$ cat config.mk
export PLATFORM = sky130hd
export DESIGN_NAME = scomp_loader
export DESIGN_NICKNAME = d
export VERILOG_FILES = /design/src/rtl/scomp_pkg.sv /design/src/rtl/scomp_loader.sv
export SDC_FILE = /design/constraint.sdc
export NUM_CORES = 1
export LEC_CHECK = 0
export CAP_MARGIN = 10
export CORE_MARGIN = 2
export CORE_UTILIZATION = 54
export DETAILED_ROUTE_END_ITERATION = 10
export GPL_TIMING_DRIVEN = 0
export PLACE_DENSITY_LB_ADDON = 0.15
export SLEW_MARGIN = 20
export SYNTH_ARGS = -nofsm -noshare
export SYNTH_HDL_FRONTEND = slang
export SYNTH_SLANG_ARGS = --single-unit
$ cat constraint.sdc
create_clock -name clock -period 2.3 [get_ports clock]
set_clock_uncertainty 0.1 [all_clocks]
set_input_delay 0.345 -clock clock [delete_from_list [all_inputs] [get_ports clock]]
set_output_delay 0.345 -clock clock [all_outputs]
set_load 0.05 [all_outputs]
$ cat src/rtl/scomp_pkg.sv
// Shared SCOMP constants: bus widths and the loader state encoding.
package scomp_pkg;

    localparam int ADDR_W = 8;   // program memory address width (256 words)
    localparam int WORD_W = 16;  // program memory word width
    localparam int BYTE_W = 8;   // host link byte width
    localparam int CNT_W  = 9;   // word counter, wide enough to hold 256

    typedef enum logic [2:0] {
        ST_COUNT = 3'd0,
        ST_HIGH  = 3'd1,
        ST_LOW   = 3'd2,
        ST_WRITE = 3'd3,
        ST_CHECK = 3'd4,
        ST_RUN   = 3'd5,
        ST_ERROR = 3'd6
    } scomp_state_t;

endpackage

$ cat src/rtl/scomp_loader.sv
// Byte-stream program loader for the SCOMP processor: receives a word count,
// the program words (high byte first) and a checksum, writes the words into
// program memory and releases the processor from reset if the checksum matches.
module scomp_loader
    import scomp_pkg::*;
#(
    parameter logic [ADDR_W-1:0] START_ADDR = 8'h00
) (
    input  logic              clock,
    input  logic              reset,
    input  logic [BYTE_W-1:0] in_data,
    input  logic              in_valid,
    output logic              in_ready,
    input  logic              reload,
    output logic [ADDR_W-1:0] mem_address,
    output logic [WORD_W-1:0] mem_data,
    output logic              mem_write,
    output logic              cpu_reset,
    output logic              load_done,
    output logic              load_error
);

    scomp_state_t      state;
    scomp_state_t      next_state;
    logic [CNT_W-1:0]  word_cnt;
    logic [BYTE_W-1:0] sum;
    // addr_ptr advances when WRITE is left; mem_address only picks it up when
    // the next high byte arrives, so the address stays put for the cycle
    // after the write strobe.
    logic [ADDR_W-1:0] addr_ptr;
    logic              accept;

    assign accept = in_valid & in_ready;

    // State register.
    always_ff @(posedge clock or posedge reset) begin
        if (reset) begin
            state <= ST_COUNT;
        end else begin
            state <= next_state;
        end
    end

    // Next-state and Moore outputs.
    always_comb begin
        next_state = state;
        in_ready   = 1'b0;
        mem_write  = 1'b0;
        cpu_reset  = 1'b1;
        load_done  = 1'b0;
        load_error = 1'b0;
        case (state)
            ST_COUNT: begin
                in_ready = 1'b1;
                if (accept) next_state = ST_HIGH;
            end
            ST_HIGH: begin
                in_ready = 1'b1;
                if (accept) next_state = ST_LOW;
            end
            ST_LOW: begin
                in_ready = 1'b1;
                if (accept) next_state = ST_WRITE;
            end
            ST_WRITE: begin
                mem_write  = 1'b1;
                next_state = (word_cnt == 9'd1) ? ST_CHECK : ST_HIGH;
            end
            ST_CHECK: begin
                in_ready = 1'b1;
                if (accept) next_state = (in_data == sum) ? ST_RUN : ST_ERROR;
            end
            ST_RUN: begin
                cpu_reset = 1'b0;
                load_done = 1'b1;
                if (reload) next_state = ST_COUNT;
            end
            ST_ERROR: begin
                load_error = 1'b1;
                if (reload) next_state = ST_COUNT;
            end
            default: next_state = ST_COUNT;
        endcase
    end

    // Datapath: word counter, running checksum, address and data latches.
    always_ff @(posedge clock or posedge reset) begin
        if (reset) begin
            word_cnt    <= '0;
            sum         <= '0;
            addr_ptr    <= START_ADDR;
            mem_address <= START_ADDR;
            mem_data    <= '0;
        end else begin
            case (state)
                ST_COUNT: if (accept) begin
                    // A count of zero means a full 256-word image.
                    word_cnt    <= (in_data == 8'h00) ? 9'd256 : {1'b0, in_data};
                    sum         <= in_data;
                    addr_ptr    <= START_ADDR;
                    mem_address <= START_ADDR;
                end
                ST_HIGH: if (accept) begin
                    mem_data[15:8] <= in_data;
                    sum            <= sum + in_data;
                    mem_address    <= addr_ptr;
                end
                ST_LOW: if (accept) begin
                    mem_data[7:0] <= in_data;
                    sum           <= sum + in_data;
                end
                ST_WRITE: begin
                    word_cnt <= word_cnt - 9'd1;
                    addr_ptr <= addr_ptr + 8'd1;
                end
                default: ;
            endcase
        end
    end

endmodule

; Yosys cells after proc, flatten, opt, wreduce, memory -nomap -nowiden
; Index checks and enable logic that the tools add are counted.
[classes]
n_addsub = 3
eq_ne = 14
n_mux = 23
n_bitwise = 1
reduce_logical = 14
[op_table]
columns = operator, count
row1 = case mux 8 bit (2 select lines), 3
row2 = 2-to-1 mux 8 bit, 4
row3 = 2-to-1 mux 3 bit, 6
row4 = 2-to-1 mux 9 bit, 2
row5 = case mux 3 bit (6 select lines), 1
row6 = case mux 9 bit (2 select lines), 1
row7 = "== test 3 bit, second input constant", 3
row8 = "== test 9 x 1 -> 1 bit, second input constant", 1
row9 = "subtractor 9 x 1 -> 9 bit, second input constant", 1
row10 = "adder 8 x 1 -> 8 bit, second input constant", 1
row11 = adder 8 bit, 1
row12 = == test 8 bit, 1
row13 = logical NOT 8 bit, 1
row14 = "inequality test 2 bit, second input constant", 4
row15 = "== test 3 x 2 -> 1 bit, second input constant", 2
row16 = AND reduction 2 bit, 3
row17 = AND reduction 3 bit, 2
row18 = nonzero test 2 bit, 3
row19 = 2-to-1 mux 1 bit, 5
row20 = AND reduction 5 bit, 1
row21 = "inequality test 2 x 1 -> 1 bit, second input constant", 2
row22 = OR reduction 2 bit, 2
row23 = OR reduction 4 bit, 1
row24 = "== test 3 x 1 -> 1 bit, second input constant", 1
row25 = 3 further kinds, 3
[totals]
reg_bits = 52
input_bits = 12
output_inout_bits = 29

; Logic depth before layout (Yosys ltp)
; Gate-level depths: netlist (run 1).
[depth]
ltp_word = 6
depth_mapped = 8
mapped_depth_nobuf = 8

; Worst setup path after synthesis (run 1)
; No wires, ideal clock.
[synth_path]
kind = reg-to-output
from = register state[2]
to = output port cpu_reset
arrival_ns = 1.906
required_time_ns = 1.855
path_slack_ns = -0.051
path_stages_with_launch = 5
path_cell_list = dfrtp_1 -> clkbuf_1 -> inv_1 -> nor2_1 -> inv_1
[synth_between]
elab_chain_cells = 2
[synth_lines]
columns = item, line_no
row1 = "start, declared", scomp_loader.sv:23  ; scomp_state_t state;
row2 = "start signal, assigned", scomp_loader.sv:40  ; state <= next_state;
row3 = == test 3 bit, scomp_loader.sv:52  ; case (state)
row4 = 2-to-1 mux 1 bit, scomp_loader.sv:52
row5 = "end, declared", scomp_loader.sv:18  ; output logic cpu_reset,
; No other way between the ends.

; Final worst setup path (run 1)
[layout_path]
from = register state[0]
to = output port load_error
[layout_between]
elab_chain_cells = 2
[layout_lines]
columns = item, line_no
row1 = == test 3 bit, scomp_loader.sv:52
row2 = 2-to-1 mux 1 bit, scomp_loader.sv:52
row3 = "end, declared", scomp_loader.sv:20  ; output logic load_error
; No other way between the ends.

==> flow_metrics.tcl, run 1 <==
set metrics [dict create \
    outcome "finished clean" \
    post-route-period-util_pct 96.83 \
    cellPowerDensity_nw_per_um2 1376 \
    max_slew_margin_pct 65.38 \
    maxCapViolCount 0 \
    synth_edf_count 0 \
    clk_latency_ns 0.31 \
    drtAntennaViolNets 0 \
    port-buffer-count 39 \
    intPower_mw 2.592 \
    root_buffer "clkbuf_8" \
    cts_setup_buffers 0 \
    crit_chain "buf_6, nand2b_1, nor2_1, clkdlybuf4s15_1" \
    hold_class "input port to async pin" \
    routabilityCongestion 0.8564 \
    drive_gt1_share_pct 15.48 \
    dp_hpwl_mm 4.699 \
    final_core_util_pct 68.49 \
    slew_viol_final 0 \
    synthesis.area_sq_um 2833 \
    async_flop_share_pct 100.0 \
    synth_top_area_share_pct 45.94 \
    cp-startpoint "state[0]" \
    wl_mm 6.366 \
    viasPerCell 5.690 \
    r2r-start "sum[2]" \
    holdWs_ns 0.2295 \
    pwr-share-clk_pct 13.1 \
    core_region_area_sq_um 5075 \
    wire_per_inst_um 15.68 \
    grt.total_usage_pct 23.20 \
    insertedDiodeCount 0 \
    clk_pin_slew_worst_paths_ns 0.09 \
    grt_pass1_wl_mm 10.78 \
    cts.sinks 52 \
    io_pins 41 \
    end_kind "primary output" \
    routed-via-count 2310 \
    switching_share_pct 45.81 \
    ir_drop_v 0.0008260 \
    rows 26 \
    crit_required_ns 1.86 \
    postSynthAreaPerCell_sq_um 9.870 \
    yosys.area.top_type "dfrtp_1" \
    fmax_ghz 0.4490 \
    seq_power_share_pct 32.0 \
    max_stage_delay_ns 0.51 \
    drc_errors 0 \
    drtPass1Iterations 4 \
    p_sw_mw 2.191 \
    p_total_mw 4.782 \
    die-area_sq_um 5841 \
    die_w_um 76.43 \
    first_global_vias 2211 \
    path_class "flip-flop to primary output" \
    cp.arrival_ns 1.78 \
    synth_seq_area_share_pct 45.94 \
    ys_seq_elements 52 \
    yosys_warnings 0 \
    max_slew.worst_pin.slew_ns 0.5176 \
    tns_ns 0 \
    clockBufferDepth 2 \
    fin_crit_ns 2.227 \
    drt_iter0_drc 198 \
    rsz0062_at_grt "no" \
    dominantRegCellSynth "dfrtp_1" \
    cts_made_buffers 5 \
    crit_fanout 10 \
    setup_viol 0 \
    nNetsFinal 358 \
    finalHoldViolCount 0 \
    antenna_found_initial 0 \
    slowest_stage "clkdlybuf4s15_1" \
    synth_nets 310 \
    grt_overflow_total 0 \
    synth_cells 287 \
    p_leak_nw 1.465 \
    area_delta_synth_final_pct 22.70 \
    ctsHoldBuffers 0 \
    grt_max_degree 21 \
    comb_power_share_pct 54.9 \
    die_h_um 76.43 \
    htree_levels 2 \
    tritoncts "yes" \
    ys_types 51 \
    worst_setup_path_start_kind "flip-flop" \
    start_util_pct 55.82 \
    synthTopCellsByArea "dfrtp_1 46%, mux2_2 6.4%, o21ai_0 5.5%" \
]
[state kept, by name (all words and copies together) (netlist names)]
name	cells
mem_data	16
word_cnt	9
addr_ptr	8
mem_address	8
sum	8
state	3
[worst max-delay path, delay by kind of cell, from the launching register on]
family / cells / cell delay [ns]
flops: 1 / 0.45
simple gates: 2 / 0.33
buf+inv: 2 / 0.68
[placed cells by master (no fill, tap or decap), types with 4 or more instances in the layout]
cell type,netlist,layout
nor2_2,4,5
nand3_1,12,12
o211ai_1,4,4
nor3_1,6,6
mux2_2,16,16
buf_2,4,4
dfrtp_1,52,52
a21oi_1,12,12
clkdlybuf4s50_1,0,32
mux2i_1,4,4
clkbuf_8,0,5
nand2_1,37,37
inv_1,11,10
clkbuf_1,4,4
nor2_1,16,15
a31oi_1,4,4
o21ai_0,31,30
ha_1,10,10
nor4_1,4,4
[metal layers]
metal / track usage, % / vias to the layer above / wire [um]
li1: - / 1138 / -
met1: 32.55 / 1095 / 3032
met2: 35.04 / 66 / 2844
met3: 5.924 / 11 / 378
met4: 8.182 / 0 / 111
met5: 0 / - / 0
[final cells by class]
cell class / count / area [sq um]
buffer: 11 / 70.07
clock buffer: 6 / 72.57
tap: 70 / 87.58
inverter: 12 / 50.05
timing repair buffer: 41 / 444.2
multi-input combinational: 212 / 1415
clock inverter: 2 / 35.03
fill: 430 / 1599
sequential: 52 / 1301
[power groups by stage]
stage	clock [mW]	sequential, mW	combinational (mW)
floorplan	0	2.05	1.38
global placement	0	1.52	2.57
detailed placement	0	1.54	2.63
CTS	0.637	1.53	2.63
global route	0.669	1.58	2.86
finish	0.627	1.53	2.63
[path summary, 6_finish.rpt]
check                                 end  slack [ns]  cells past startpoint
setup reg to reg                   sum[7]        0.34                      6
min in group clock         mem_address[4]        0.38                      2
hold / removal                mem_data[0]        0.23                      2
hold reg to reg            mem_address[4]        0.38                      2
max in group asynchronous     addr_ptr[2]        1.28                      4
setup / recovery               load_error        0.07                      4
[what timing repair did]
action	CTS	global route
resized for setup	8	7
pin swaps	0	0
endpoints found under the setup margin	5	6
[logic make-up (layout without fill, tap and decap cells)]
family | Yosys count | count (layout) | share of synthesized area, %
and+or+nand+nor | 101 | 101 | 18.29
AOI/OAI and AO/OA | 74 | 74 | 16.83
DFF | 52 | 52 | 45.94
buffers and inverters | 23 | 72 | 4.196
muxes | 20 | 20 | 7.774
adders and majority gates | 11 | 11 | 5.124
xor gates and xnor gates | 6 | 6 | 1.855
[metrics by stage]
stage | area, sq um | setup slack, ns | instances
2_1_floorplan | 2835 | 0.09699 | 287
3_3_place_gp | 3313 | -0.4168 | 396
3_5_place_dp | 3368 | -0.3278 | 398
4_1_cts | 3473 | 0.007645 | 406
5_1_grt | 3476 | 0.003263 | 406
6_report | 3476 | 0.07302 | 406
[synth_stat cells (2+ instances only)]
cell	count
or4_4	2
a32oi_1	2
nor3_1	6
clkbuf_1	4
xnor2_1	3
xor2_1	3
or4_1	2
nand2b_1	3
mux2i_1	4
inv_1	11
buf_6	3
nor4_1	4
buf_2	4
ha_1	10
dfrtp_1	52
nand3_1	12
a31oi_1	4
o311ai_0	3
nor2b_1	3
o21a_1	3
a21oi_1	12
and3_1	3
o211ai_1	4
nand2_1	37
nor2_2	4
nor2_1	16
a21oi_2	3
mux2_2	16
o21ai_0	31
nand4_1	2
No activity file was read; power rests on OpenSTA's default activity.
==> inputs of run 2 (changes only) <==
--- a/config.mk
+++ b/config.mk
@@ -5,9 +5,10 @@
 export SDC_FILE = /design/constraint.sdc
 export NUM_CORES = 1
 export LEC_CHECK = 0
+export ABC_AREA = 1
 export CAP_MARGIN = 10
 export CORE_MARGIN = 2
-export CORE_UTILIZATION = 54
+export CORE_UTILIZATION = 55
 export DETAILED_ROUTE_END_ITERATION = 10
 export GPL_TIMING_DRIVEN = 0
 export PLACE_DENSITY_LB_ADDON = 0.15
==> flow_metrics.tcl, run 2 <==
set metrics [dict create \
    r2r_end "sum[6]" \
    cp.arrival_ns 1.70 \
    slew_viol_final 0 \
    synth_edf_count 0 \
    async_flop_share_pct 100.0 \
    ys_seq_elements 52 \
    max_slew_margin_pct 66.54 \
    nNetsFinal 444 \
    final_common_cell "nand2_1" \
    drc_errors 0 \
    cts.sinks 52 \
    setup_viol 0 \
    worst_setup_path_start_kind "flip-flop" \
    cellPowerDensity_nw_per_um2 1428 \
    crit_chain "inv_1, nor3_2, dlygate4sd2_1" \
    drive_gt1_share_pct 8.768 \
    dp.cells 484 \
    tritoncts "yes" \
    drtPass1Iterations 4 \
    p_leak_nw 1.742 \
    crit_path_end "load_done" \
    viasPerCell 5.252 \
    routabilityCongestion 0.8896 \
    fin_crit_ns 2.147 \
    port-buffer-count 40 \
    clockBufferDepth 2 \
    routed-via-count 2584 \
    fmax_ghz 0.4658 \
    synthesis.area_sq_um 2889 \
    antenna_found_initial 0 \
    top_register "mem_data" \
    die_h_um 76.48 \
    critPathTopFamily "buffers and inverters" \
    post-route-period-util_pct 93.34 \
    synthTopCellsByArea "dfrtp_1 45%, nand2_1 13%, inv_1 7.3%" \
    most-common-layout-cells "99 x nand2_1, 55 x inv_1, 52 x dfrtp_1, 40 x o21ai_0, 35 x clkdlybuf4s50_1" \
    ys_top_cells_by_count "99 x nand2_1, 56 x inv_1, 52 x dfrtp_1" \
    max_slew.worst_pin.slew_ns 0.5004 \
    yosys.area.top_type "dfrtp_1" \
    grt_max_degree 31 \
    synth_cells 373 \
    first_global_vias 2520 \
    largest_register_ff_count 16 \
    htree_levels 2 \
    cp-startpoint "state[0]" \
    die-area_sq_um 5848 \
    root_buffer "clkbuf_8" \
    grt.total_usage_pct 24.71 \
    rsz0062_at_grt "no" \
    grt_pass1_wl_mm 11.65 \
    cts_made_buffers 5 \
    maxCapViolCount 0 \
    clk_latency_ns 0.31 \
    hold_class "input port to async pin" \
    start_util_pct 56.93 \
    clk_pin_slew_worst_paths_ns 0.10 \
    slowest_stage "dlygate4sd2_1" \
    yosys_warnings 0 \
    dp_hpwl_mm 4.995 \
    max_stage_delay_ns 0.56 \
    fin_cells 492 \
    yosysMostFrequentCell "nand2_1" \
    postSynthAreaPerCell_sq_um 7.745 \
    ctsHoldBuffers 0 \
    synth_seq_area_share_pct 45.04 \
    outcome "finished clean" \
    crit_fanout 5 \
    reg_top3 "mem_data (16), word_cnt (9)" \
    dominantRegCellSynth "dfrtp_1" \
    core_region_area_sq_um 5075 \
    holdWs_ns 0.2883 \
    end_kind "primary output" \
    path_class "flip-flop to primary output" \
    path_depth 3 \
    ir_drop_v 0.0008390 \
    drt_iter0_drc 142 \
    rrSetupSlack_ns 0.60 \
    insertedDiodeCount 0 \
    wl_mm 6.597 \
    grt_overflow_total 0 \
    path_buf_inv 2 \
    area_delta_synth_final_pct 20.44 \
    wire_per_inst_um 13.41 \
    finalHoldViolCount 0 \
    ys_types 31 \
    synth_top_area_share_pct 45.04 \
    drtAntennaViolNets 0 \
    crit_required_ns 1.86 \
    io_pins 41 \
    rows 26 \
    die_w_um 76.48 \
    synth_nets 396 \
    r2r-start "sum[0]" \
    reg2reg_depth 9 \
]
[run 2: cell types whose count changed in the layout (fill, tap and decap cells not counted), moves of 4 or more]
cell / delta
nor2_1: +6
mux2_2: -16
mux2i_1: -4
buf_4: +4
nor4_1: -4
nand2_1: +62
nor3_1: -6
o21ai_0: +10
o21ai_1: +11
nand3_1: +11
o22ai_1: +4
clkbuf_1: -4
inv_1: +45
[run 2: cell families after synthesis]
kind of cell    count (synthesis)  share of synthesized area [%]
flops                          52                          45.04
simple gates                  163                          24.64
fa+ha+maj                      11                          5.024
xor+xnor                        4                          1.213
compound gates                 75                          14.03
buf+inv                        68                          10.05
[run 2: worst reg2reg max path: cells and delay by family (launching register included)]
kind          cells  cell delay [ns]
simple gates      5             0.38
buf+inv           2             0.16
fa+ha+maj         2             0.59
flops             1             0.36
[run 2: power by group]
part	switching (mW)	leakage [nW]	total, mW	internal [mW]
Clock	0.326	0.0463	0.550	0.224
Sequential	0.246	0.664	1.54	1.29
Combinational	1.90	1.03	2.88	0.985
Total	2.47	1.74	4.97	2.50
[run 2: worst min path at each step]
stage / from / endpoint / slack, ns / depth (start not counted)
2_1_floorplan: sum[4] / sum[4] / 0.35 / 2
3_3_place_gp: mem_data[9] / mem_data[9] / 0.36 / 2
3_5_place_dp: sum[3] / sum[3] / 0.37 / 2
4_1_cts: reset / mem_data[10] / 0.29 / 2
5_1_grt: reset / mem_data[10] / 0.31 / 2
6_report: reset / mem_data[10] / 0.29 / 2
[run 2: routing by layer]
layer | track usage (%) | vias up | part of all wire (%)
met4 | 6.909 | 0 | 0.99
met1 | 34.35 | 1219 | 47
met5 | 0 | - | 0
li1 | - | 1296 | -
met2 | 40.00 | 63 | 48
met3 | 4.384 | 6 | 4.9
[run 2: what timing repair did]
action	in CTS	in global routing
setup endpoints to repair	5	2
gates cloned	0	0
setup buffers	0	0
resized for setup	6	3
[run 2: through the flow]
| stage | setup TNS [ns] | power (mW) | utilization (%) | area [sq um] | setup slack [ns] |
|---|---|---|---|---|---|
| floorplan | 0 | 3.646 | - | 2889 | 0.1541 |
| detailed placement | 0 | 4.441 | 66.94 | 3397 | 0.05341 |
| global route | 0 | 5.408 | 68.57 | 3480 | 0.04698 |
| CTS | 0 | 4.996 | 68.74 | 3488 | 0.01367 |
| finish | 0 | 4.971 | 68.57 | 3480 | 0.1532 |
| global placement | -17.77 | 4.345 | 66.54 | 3377 | -0.3447 |
[run 2: area by class of cell]
class / count / area (sq um)
Buffer: 10 / 72.57
Tap cell: 70 / 87.58
Multi-Input combinational cell: 253 / 1297
Timing Repair Buffer: 41 / 406.6
Fill cell: 436 / 1595
Clock inverter: 3 / 27.53
Sequential cell: 52 / 1301
Clock buffer: 5 / 68.82
Inverter: 58 / 217.7
==> inputs of run 3 (changes only) <==
--- a/config.mk
+++ b/config.mk
@@ -7,7 +7,7 @@
 export LEC_CHECK = 0
 export ABC_AREA = 1
 export CAP_MARGIN = 10
-export CORE_MARGIN = 2
+export CORE_ASPECT_RATIO = 1.25
 export CORE_UTILIZATION = 55
 export DETAILED_ROUTE_END_ITERATION = 10
 export GPL_TIMING_DRIVEN = 0
==> flow_metrics.tcl, run 3 (synthesis results as in run 2) <==
set metrics [dict create \
    nNetsFinal 444 \
    register_area_sq_um 1301 \
    worst_setup_path_start_kind "flip-flop" \
    die-area_sq_um 5548 \
    fin_cells 484 \
    placed_area_sq_um 3387 \
    insertedDiodeCount 0 \
    core_region_area_sq_um 5080 \
    reg_top3 "mem_data (16), word_cnt (9)" \
    rows 29 \
    fin_crit_ns 2.172 \
    routabilityCongestion 0.9331 \
    max_slew_margin_pct 59.32 \
    wl_mm 6.711 \
    drtAntennaViolNets 0 \
    hold_class "input port to async pin" \
    drtPass1Iterations 6 \
    crit_required_ns 1.86 \
    fmax_ghz 0.4604 \
    drc_errors 0 \
    clockBufferDepth 2 \
    root_buffer "clkbuf_8" \
    cts_setup_buffers 0 \
    grt.total_usage_pct 27.50 \
    most-common-layout-cells "99 x nand2_1, 55 x inv_1, 52 x dfrtp_1, 40 x o21ai_0, 35 x clkdlybuf4s50_1" \
    stdcell_area_sq_um 3500 \
    maxCapViolCount 0 \
    start_util_pct 56.87 \
    top_register "mem_data" \
    first_global_vias 2536 \
    cp.arrival_ns 1.73 \
    viasPerCell 5.397 \
    port-buffer-count 40 \
    final_common_cell "nand2_1" \
    path_class "flip-flop to primary output" \
    largest_register_ff_count 16 \
    dp_hpwl_mm 5.089 \
    die_h_um 83.03 \
    rsz0062_at_grt "no" \
    cts_made_buffers 5 \
    dp.cells 476 \
    area_delta_synth_final_pct 21.13 \
    antenna_found_initial 0 \
    wire_per_inst_um 13.87 \
    setup_viol 0 \
    finalHoldViolCount 0 \
    ir_drop_v 0.0007603 \
    end_kind "primary output" \
    multi_input_area_sq_um 1297 \
    n_fill_cell 449 \
    final_core_util_pct 68.89 \
    tns_ns 0 \
    crit_fanout 6 \
    io_pins 41 \
    max_slew.worst_pin.slew_ns 0.6093 \
    drive_gt1_share_pct 8.531 \
    clk_pin_slew_worst_paths_ns 0.10 \
    grt_pass1_wl_mm 11.67 \
    ctsHoldBuffers 0 \
    clk_latency_ns 0.30 \
    slew_viol_final 0 \
    post-route-period-util_pct 94.43 \
    cts.sinks 52 \
    die_w_um 66.83 \
    p_leak_nw 1.758 \
    htree_levels 2 \
    cellPowerDensity_nw_per_um2 1463 \
    grt_max_degree 28 \
    tritoncts "yes" \
    outcome "finished clean" \
    grt_overflow_total 0 \
    routed-via-count 2612 \
    drt_iter0_drc 148 \
]
==> run 3: per-stage QoR <==
stage	setup WS (ns)	hold slack (ns)	total power, mW
floorplan	0.1541	0.3528	3.646
global placement	-0.4060	0.3673	4.378
detailed placement	0.05643	0.3723	4.462
CTS	0.01703	0.3453	5.134
global route	0.004376	0.3785	5.542
finish	0.1282	0.3304	5.119
==> run 3: final cells by class <==
class                      count  share of cell area, %
multi-input combinational    253                  37.08
clock buffer                   6                  2.360
tap                           62                  2.217
timing repair buffer          41                  11.76
sequential                    52                  37.18
inverter                      58                  6.221
buffer                        10                  2.074
clock inverter                 2                  1.108
==> run 3: repair_timing <==
action,CTS,global route
hold endpoints to repair,0,0
gates resized for setup,6,2
pin swaps,0,0
setup endpoints to repair,5,2
==> run 3: report_power, final <==
group / leakage [nW] / internal, mW / switching [mW]
clock network: 0.0614 / 0.356 / 0.314
logic: 1.03 / 0.989 / 1.91
registers: 0.664 / 1.29 / 0.256
==> run 3: final timing paths <==
path | slack [ns] | startpoint | cells after the start | end
max | 0.13 | state[0] | 4 | in_ready
min in group clock | 0.39 | mem_data[3] | 2 | mem_data[3]
max reg2reg | 0.61 | state[2] | 7 | sum[1]
max in group asynchronous | 1.22 | reset | 3 | word_cnt[6]
min | 0.33 | reset | 2 | mem_data[10]
min reg2reg | 0.39 | mem_data[3] | 2 | mem_data[3]
==> run 3: critical path, cell delays in order (launching register included) <==
cell             delay [ns]
dfrtp_1                0.47
nor2_2                 0.27
inv_1                  0.09
nand2_1                0.10
clkdlybuf4s15_1        0.50
==> run 3: metal layers <==
metal | part of all wire (%) | track usage, % | wire (um)
met5 | 0 | 0 | 0
met4 | 2.7 | 11.22 | 182
met2 | 51 | 46.19 | 3399
met3 | 4.4 | 3.022 | 298
met1 | 42 | 35.20 | 2831
